$ cat src/rtl/sopc_irq_clk_ctrl_if.sv
// Bundle of interrupt inputs and CPU-side clock/interrupt outputs of sopc_irq_clk_ctrl.
// The slave modport is the controller; the master modport is the board/CPU side.
interface sopc_irq_clk_ctrl_if #(
  parameter int NUM_IRQ = 6
);
  logic [NUM_IRQ-1:0] irq_i;
  logic [NUM_IRQ-1:0] irq_mask_i;
  logic [NUM_IRQ-1:0] irq_ack_i;
  logic               cpu_clk_o;
  logic               cpu_ce_o;
  logic [NUM_IRQ-1:0] int_o;
  logic [NUM_IRQ-1:0] pending_o;

  modport master (
    output irq_i, irq_mask_i, irq_ack_i,
    input  cpu_clk_o, cpu_ce_o, int_o, pending_o
  );

  modport slave (
    input  irq_i, irq_mask_i, irq_ack_i,
    output cpu_clk_o, cpu_ce_o, int_o, pending_o
  );
endinterface

$ cat src/rtl/sopc_irq_clk_ctrl.sv
// CPU clock divider with single-cycle enable, plus synchronised, maskable level/edge
// interrupt latching whose CPU-facing vector only changes on cpu_clk_o falling edges.
module sopc_irq_clk_ctrl #(
  parameter int                 DIV_LOG2    = 3,
  parameter int                 NUM_IRQ     = 6,
  parameter int                 SYNC_STAGES = 2,
  parameter logic [NUM_IRQ-1:0] EDGE_MASK   = NUM_IRQ'(6'b011010)
) (
  input logic                clk,
  input logic                rst,
  sopc_irq_clk_ctrl_if.slave bus
);

  localparam logic [DIV_LOG2-1:0] CE_CNT  = DIV_LOG2'((1 << (DIV_LOG2 - 1)) - 1);
  localparam logic [DIV_LOG2-1:0] UPD_CNT = '1;

  logic [DIV_LOG2-1:0] cnt_q, cnt_d;
  logic [NUM_IRQ-1:0]  sync_q [SYNC_STAGES];
  logic [NUM_IRQ-1:0]  sync_d [SYNC_STAGES];
  logic [NUM_IRQ-1:0]  s_dly_q, s_dly_d;
  logic [NUM_IRQ-1:0]  pending_q, pending_d;
  logic [NUM_IRQ-1:0]  int_q, int_d;
  logic [NUM_IRQ-1:0]  s, rise, edge_next, level_next;
  logic                upd;

  always_comb begin
    cnt_d     = cnt_q + 1'b1;
    upd       = (cnt_q == UPD_CNT);
    sync_d[0] = bus.irq_i;
    for (int k = 1; k < SYNC_STAGES; k++) begin
      sync_d[k] = sync_q[k-1];
    end
    s       = sync_q[SYNC_STAGES-1];
    s_dly_d = s;
    rise    = s & ~s_dly_q;
    // ack is applied before the set so a same-cycle edge wins
    edge_next  = (pending_q & ~({NUM_IRQ{upd}} & bus.irq_ack_i)) | rise;
    // sampling one stage early keeps level pending cycle-aligned with s
    level_next = sync_q[SYNC_STAGES-2];
    pending_d  = (edge_next & EDGE_MASK) | (level_next & ~EDGE_MASK);
    int_d      = upd ? (pending_q & ~bus.irq_mask_i) : int_q;
  end

  always_ff @(posedge clk or negedge rst) begin
    if (!rst) begin
      cnt_q <= '0;
      for (int k = 0; k < SYNC_STAGES; k++) begin
        sync_q[k] <= '0;
      end
      s_dly_q   <= '0;
      pending_q <= '0;
      int_q     <= '0;
    end else begin
      cnt_q <= cnt_d;
      for (int k = 0; k < SYNC_STAGES; k++) begin
        sync_q[k] <= sync_d[k];
      end
      s_dly_q   <= s_dly_d;
      pending_q <= pending_d;
      int_q     <= int_d;
    end
  end

  assign bus.cpu_clk_o = cnt_q[DIV_LOG2-1];
  // gated so the strobe is low in reset even when CE_CNT is zero (DIV_LOG2=1)
  assign bus.cpu_ce_o  = rst & (cnt_q == CE_CNT);
  assign bus.int_o     = int_q;
  assign bus.pending_o = pending_q;

endmodule

$ cat src/flat_wrapper.sv
// flat-port wrapper written by rule: the top's interface ports become plain ports
module sopc_irq_clk_ctrl_flat 
#(
  parameter int                 DIV_LOG2    = 3,
  parameter int                 NUM_IRQ     = 6,
  parameter int                 SYNC_STAGES = 2,
  parameter logic [NUM_IRQ-1:0] EDGE_MASK   = NUM_IRQ'(6'b011010)
)
  (clk, rst, bus_irq_i, bus_irq_mask_i, bus_irq_ack_i, bus_cpu_clk_o, bus_cpu_ce_o, bus_int_o, bus_pending_o);
  sopc_irq_clk_ctrl_if #(.NUM_IRQ(NUM_IRQ)) bus_i ();
  input logic clk;
  input logic rst;
  input wire logic [$bits(bus_i.irq_i)-1:0] bus_irq_i;
  input wire logic [$bits(bus_i.irq_mask_i)-1:0] bus_irq_mask_i;
  input wire logic [$bits(bus_i.irq_ack_i)-1:0] bus_irq_ack_i;
  output wire logic [$bits(bus_i.cpu_clk_o)-1:0] bus_cpu_clk_o;
  output wire logic [$bits(bus_i.cpu_ce_o)-1:0] bus_cpu_ce_o;
  output wire logic [$bits(bus_i.int_o)-1:0] bus_int_o;
  output wire logic [$bits(bus_i.pending_o)-1:0] bus_pending_o;
  assign bus_i.irq_i = bus_irq_i;
  assign bus_i.irq_mask_i = bus_irq_mask_i;
  assign bus_i.irq_ack_i = bus_irq_ack_i;
  assign bus_cpu_clk_o = bus_i.cpu_clk_o;
  assign bus_cpu_ce_o = bus_i.cpu_ce_o;
  assign bus_int_o = bus_i.int_o;
  assign bus_pending_o = bus_i.pending_o;
  sopc_irq_clk_ctrl #(.DIV_LOG2(DIV_LOG2), .NUM_IRQ(NUM_IRQ), .SYNC_STAGES(SYNC_STAGES), .EDGE_MASK(EDGE_MASK)) u_core (.clk(clk), .rst(rst), .bus(bus_i));
endmodule
$ cat config.mk
export PLATFORM = sky130hd
export DESIGN_NAME = sopc_irq_clk_ctrl_flat
export DESIGN_NICKNAME = d
export VERILOG_FILES = /design/src/rtl/sopc_irq_clk_ctrl_if.sv /design/src/rtl/sopc_irq_clk_ctrl.sv /design/src/flat_wrapper.sv
export SDC_FILE = /design/constraint.sdc
export NUM_CORES = 1
export LEC_CHECK = 0
export CAP_MARGIN = 10
export CORE_MARGIN = 1.5
export CORE_UTILIZATION = 42
export CTS_CLUSTER_DIAMETER = 60
export DETAILED_ROUTE_END_ITERATION = 10
export GPL_ROUTABILITY_DRIVEN = 0
export HOLD_SLACK_MARGIN = 0.03
export PLACE_DENSITY = 0.87
export SKIP_CTS_REPAIR_TIMING = 1
export SYNTH_ARGS = -nofsm -noshare
export SYNTH_HDL_FRONTEND = slang
export SYNTH_SLANG_ARGS = --single-unit
$ cat constraint.sdc
create_clock -name clk -period 1.6 [get_ports clk]
set_clock_uncertainty 0.1 [all_clocks]
set_input_delay 0.16 -clock clk [delete_from_list [all_inputs] [get_ports clk]]
set_output_delay 0.16 -clock clk [all_outputs]
set_load 0.01 [all_outputs]
==> impl_metrics.yaml <==
status:
  run_status: "finished, final reports clean"
sta:
  setup_viol: 0
  timing.fmax_ghz: 0.6314
  hold_viol_final: 0
  slew_viol_final: 0
  hold_ws_ps: 147.7
  rsz0062_at_grt: "yes"
  fin_ws_ps: 16.10
  min_period_ps: 1584
  worst_slew_pin_slew_ps: 363.3
  period_share_pct: 98.99
  slew_headroom_pct: 75.78
synth:
  ys_types: 11
  synth.largest_area_cell: "dfrtp_1"
  synth_fp_nets: 87
  synthCells: 64
  ys_warn_count: 0
  yosysSeqAreaShare_pct: 73.17
  syn_area_um2: 923.4
  ys_ff_latch: 27
  yosys-top-cells-area: "dfrtp_1 73%, o22ai_2 5.4%, inv_1 4.9%"
  synth_top_area_share_pct: 73.17
  syn_avg_cell_area_um2: 14.43
global_route:
  grt_max_degree: 28
  grt_pass1_wl_um: 2408
  track_usage_pct: 13.17
  antenna_found_initial: 0
  grt-ovfl-total: 0
  grt_pass1_vias: 576
power_and_ir_drop:
  power_density_mw_per_mm2: 879.3
  p_leak_nw: 0.5932
  peakVddDrop_uv: 497.0
setup_path:
  worstRegToRegCells: 4
  worstPathArrival_ps: 1320
  worstPathMaxFanout: 2
  worstSetupStartpointType: "flip-flop"
  worstReg2RegEnd: "u_core.bus.pending_o[1]"
  rr_startpoint: "u_core.cnt_q[0]"
  cp.required_ps: 1340
  cp-end-kind: "primary output"
  reg2reg_slack_ps: 140
  critical_path_class: "reg2out"
drt:
  ant_nets: 0
  dr.pass1.iters: 2
  vias_per_cell: 4.429
  drt_iter0_drc: 4
  wl_per_cell_um: 11.56
  vias: 558
  route.detailed.drc: 0
  wirelength_um: 1457
die:
  dieArea_mm2: 0.002489
  dieHeight_um: 49.89
  initial_core_util_pct: 45.67
  num_io_pins: 34
  die_w_um: 49.89
  num_rows: 16
  coreArea_mm2: 0.002022
layout:
  finish.net_count: 123
  drive_gt1_share_pct: 19.19
  syn2layout_area_growth_pct: 39.57
  antenna_cells: 0
  post-route-util_pct: 63.74
cts:
  root_buffer: "clkbuf_4"
  cts_tree: "built"
  htree_levels: 1
  clockBufferDepth: 2
  clkTransAtPathRegs_ps: 130
  clock_latency_ps: 310
  cts_sinks: 27
  cts_buffers: 3
place:
  port_buffers: 30
  pre_cts_slack_ps: -56.34
  dp_hpwl_um: 1068
hold_path:
  hp-class: "in2async"
flow_run:
  drv_cap: 0
cell type report:
class	count	area [µm²]
well taps	27	33.78
multi-input cells	22	181.4
clock buffers	3	22.52
inverters	12	45.04
flip-flops and latches	27	675.6
repair buffers	34	325.3
clock inverters	1	5.005
fillers	164	733.2
routing by layer:
| layer | up-vias | share of wire [%] | track usage (%) |
|---|---|---|---|
| li1 | 272 | - | - |
| met1 | 258 | 43 | 16.13 |
| met2 | 24 | 49 | 21.78 |
| met5 | - | 0 | 0 |
| met4 | 0 | 2.4 | 8.333 |
| met3 | 4 | 5.4 | 1.818 |
per-stage QoR:
stage / instance area, µm² / total power, W / cells / TNS [ps]
after floorplan: 923.4 / 0.0007751 / 64 / 0
after global placement: 1239 / 0.0008645 / 119 / -21.73
after detailed placement: 1239 / 0.0008698 / 119 / -176.5
after CTS: 1266 / 0.001147 / 123 / -636.9
after global routing: 1289 / 0.001198 / 126 / -72.34
final: 1289 / 0.001133 / 126 / 0
worst max-delay path, stage by stage (launching register included):
cell	delay [ps]
dfrtp_1	410
ha_2	190
ha_1	170
and2_1	130
clkbuf_2	120
worst max path at each step:
stage,to,startpoint,depth (start not counted),slack [ps]
final,bus_cpu_ce_o,u_core.cnt_q[0],4,20
after global routing,bus_cpu_ce_o,u_core.cnt_q[0],4,-70
after CTS,bus_cpu_ce_o,u_core.cnt_q[0],4,-400
after detailed placement,u_core.bus.pending_o[3],u_core.cnt_q[0],4,-60
after global placement,u_core.bus.pending_o[1],u_core.cnt_q[0],4,-10
after floorplan,u_core.bus.int_o[1],u_core.cnt_q[0],5,300
cell families after synthesis:
group / count (synthesis) / synth area share (%)
fa+ha+maj: 3 / 4.065
compound gates: 9 / 9.621
buf+inv: 15 / 7.723
flops: 27 / 73.17
simple gates: 10 / 5.420
cells in the final DEF, fill, tap and decap left out, drive strengths merged:
cell type and n:
a22o 3, clkdlybuf4s50 29, o22ai 6, buf 4, clkbuf 4, inv 12, and2 1, dfrtp 27
ha 3, clkinv 1, nand2 9
power by group:
part / leakage, nW / switching (W) / total (W) / internal [W]
combinational: 0.257 / 0.0000439 / 0.000127 / 0.0000833
sequential: 0.318 / 0.0000174 / 0.000733 / 0.000716
clock: 0.0177 / 0.000179 / 0.000273 / 0.0000934
total: 0.593 / 0.000241 / 0.00113 / 0.000892
synthesized netlist by cell type:
| master | count |
|---|---|
| inv_1 | 12 |
| nand2_1 | 5 |
| buf_6 | 1 |
| a22o_1 | 3 |
| o22ai_1 | 2 |
| o22ai_2 | 4 |
| and2_1 | 1 |
| dfrtp_1 | 27 |
| ha_1 | 3 |
| nand2_2 | 4 |
| buf_4 | 2 |
sequential cells by signal, summed over array words and instances, names as in the netlist:
register and flops:
u_core.bus.pending_o 6, u_core.level_next 6, u_core.bus.int_o 6, u_core.s 3
u_core.s_dly_q 3, u_core.cnt_q 3
(Power assumes the default switching activity.)
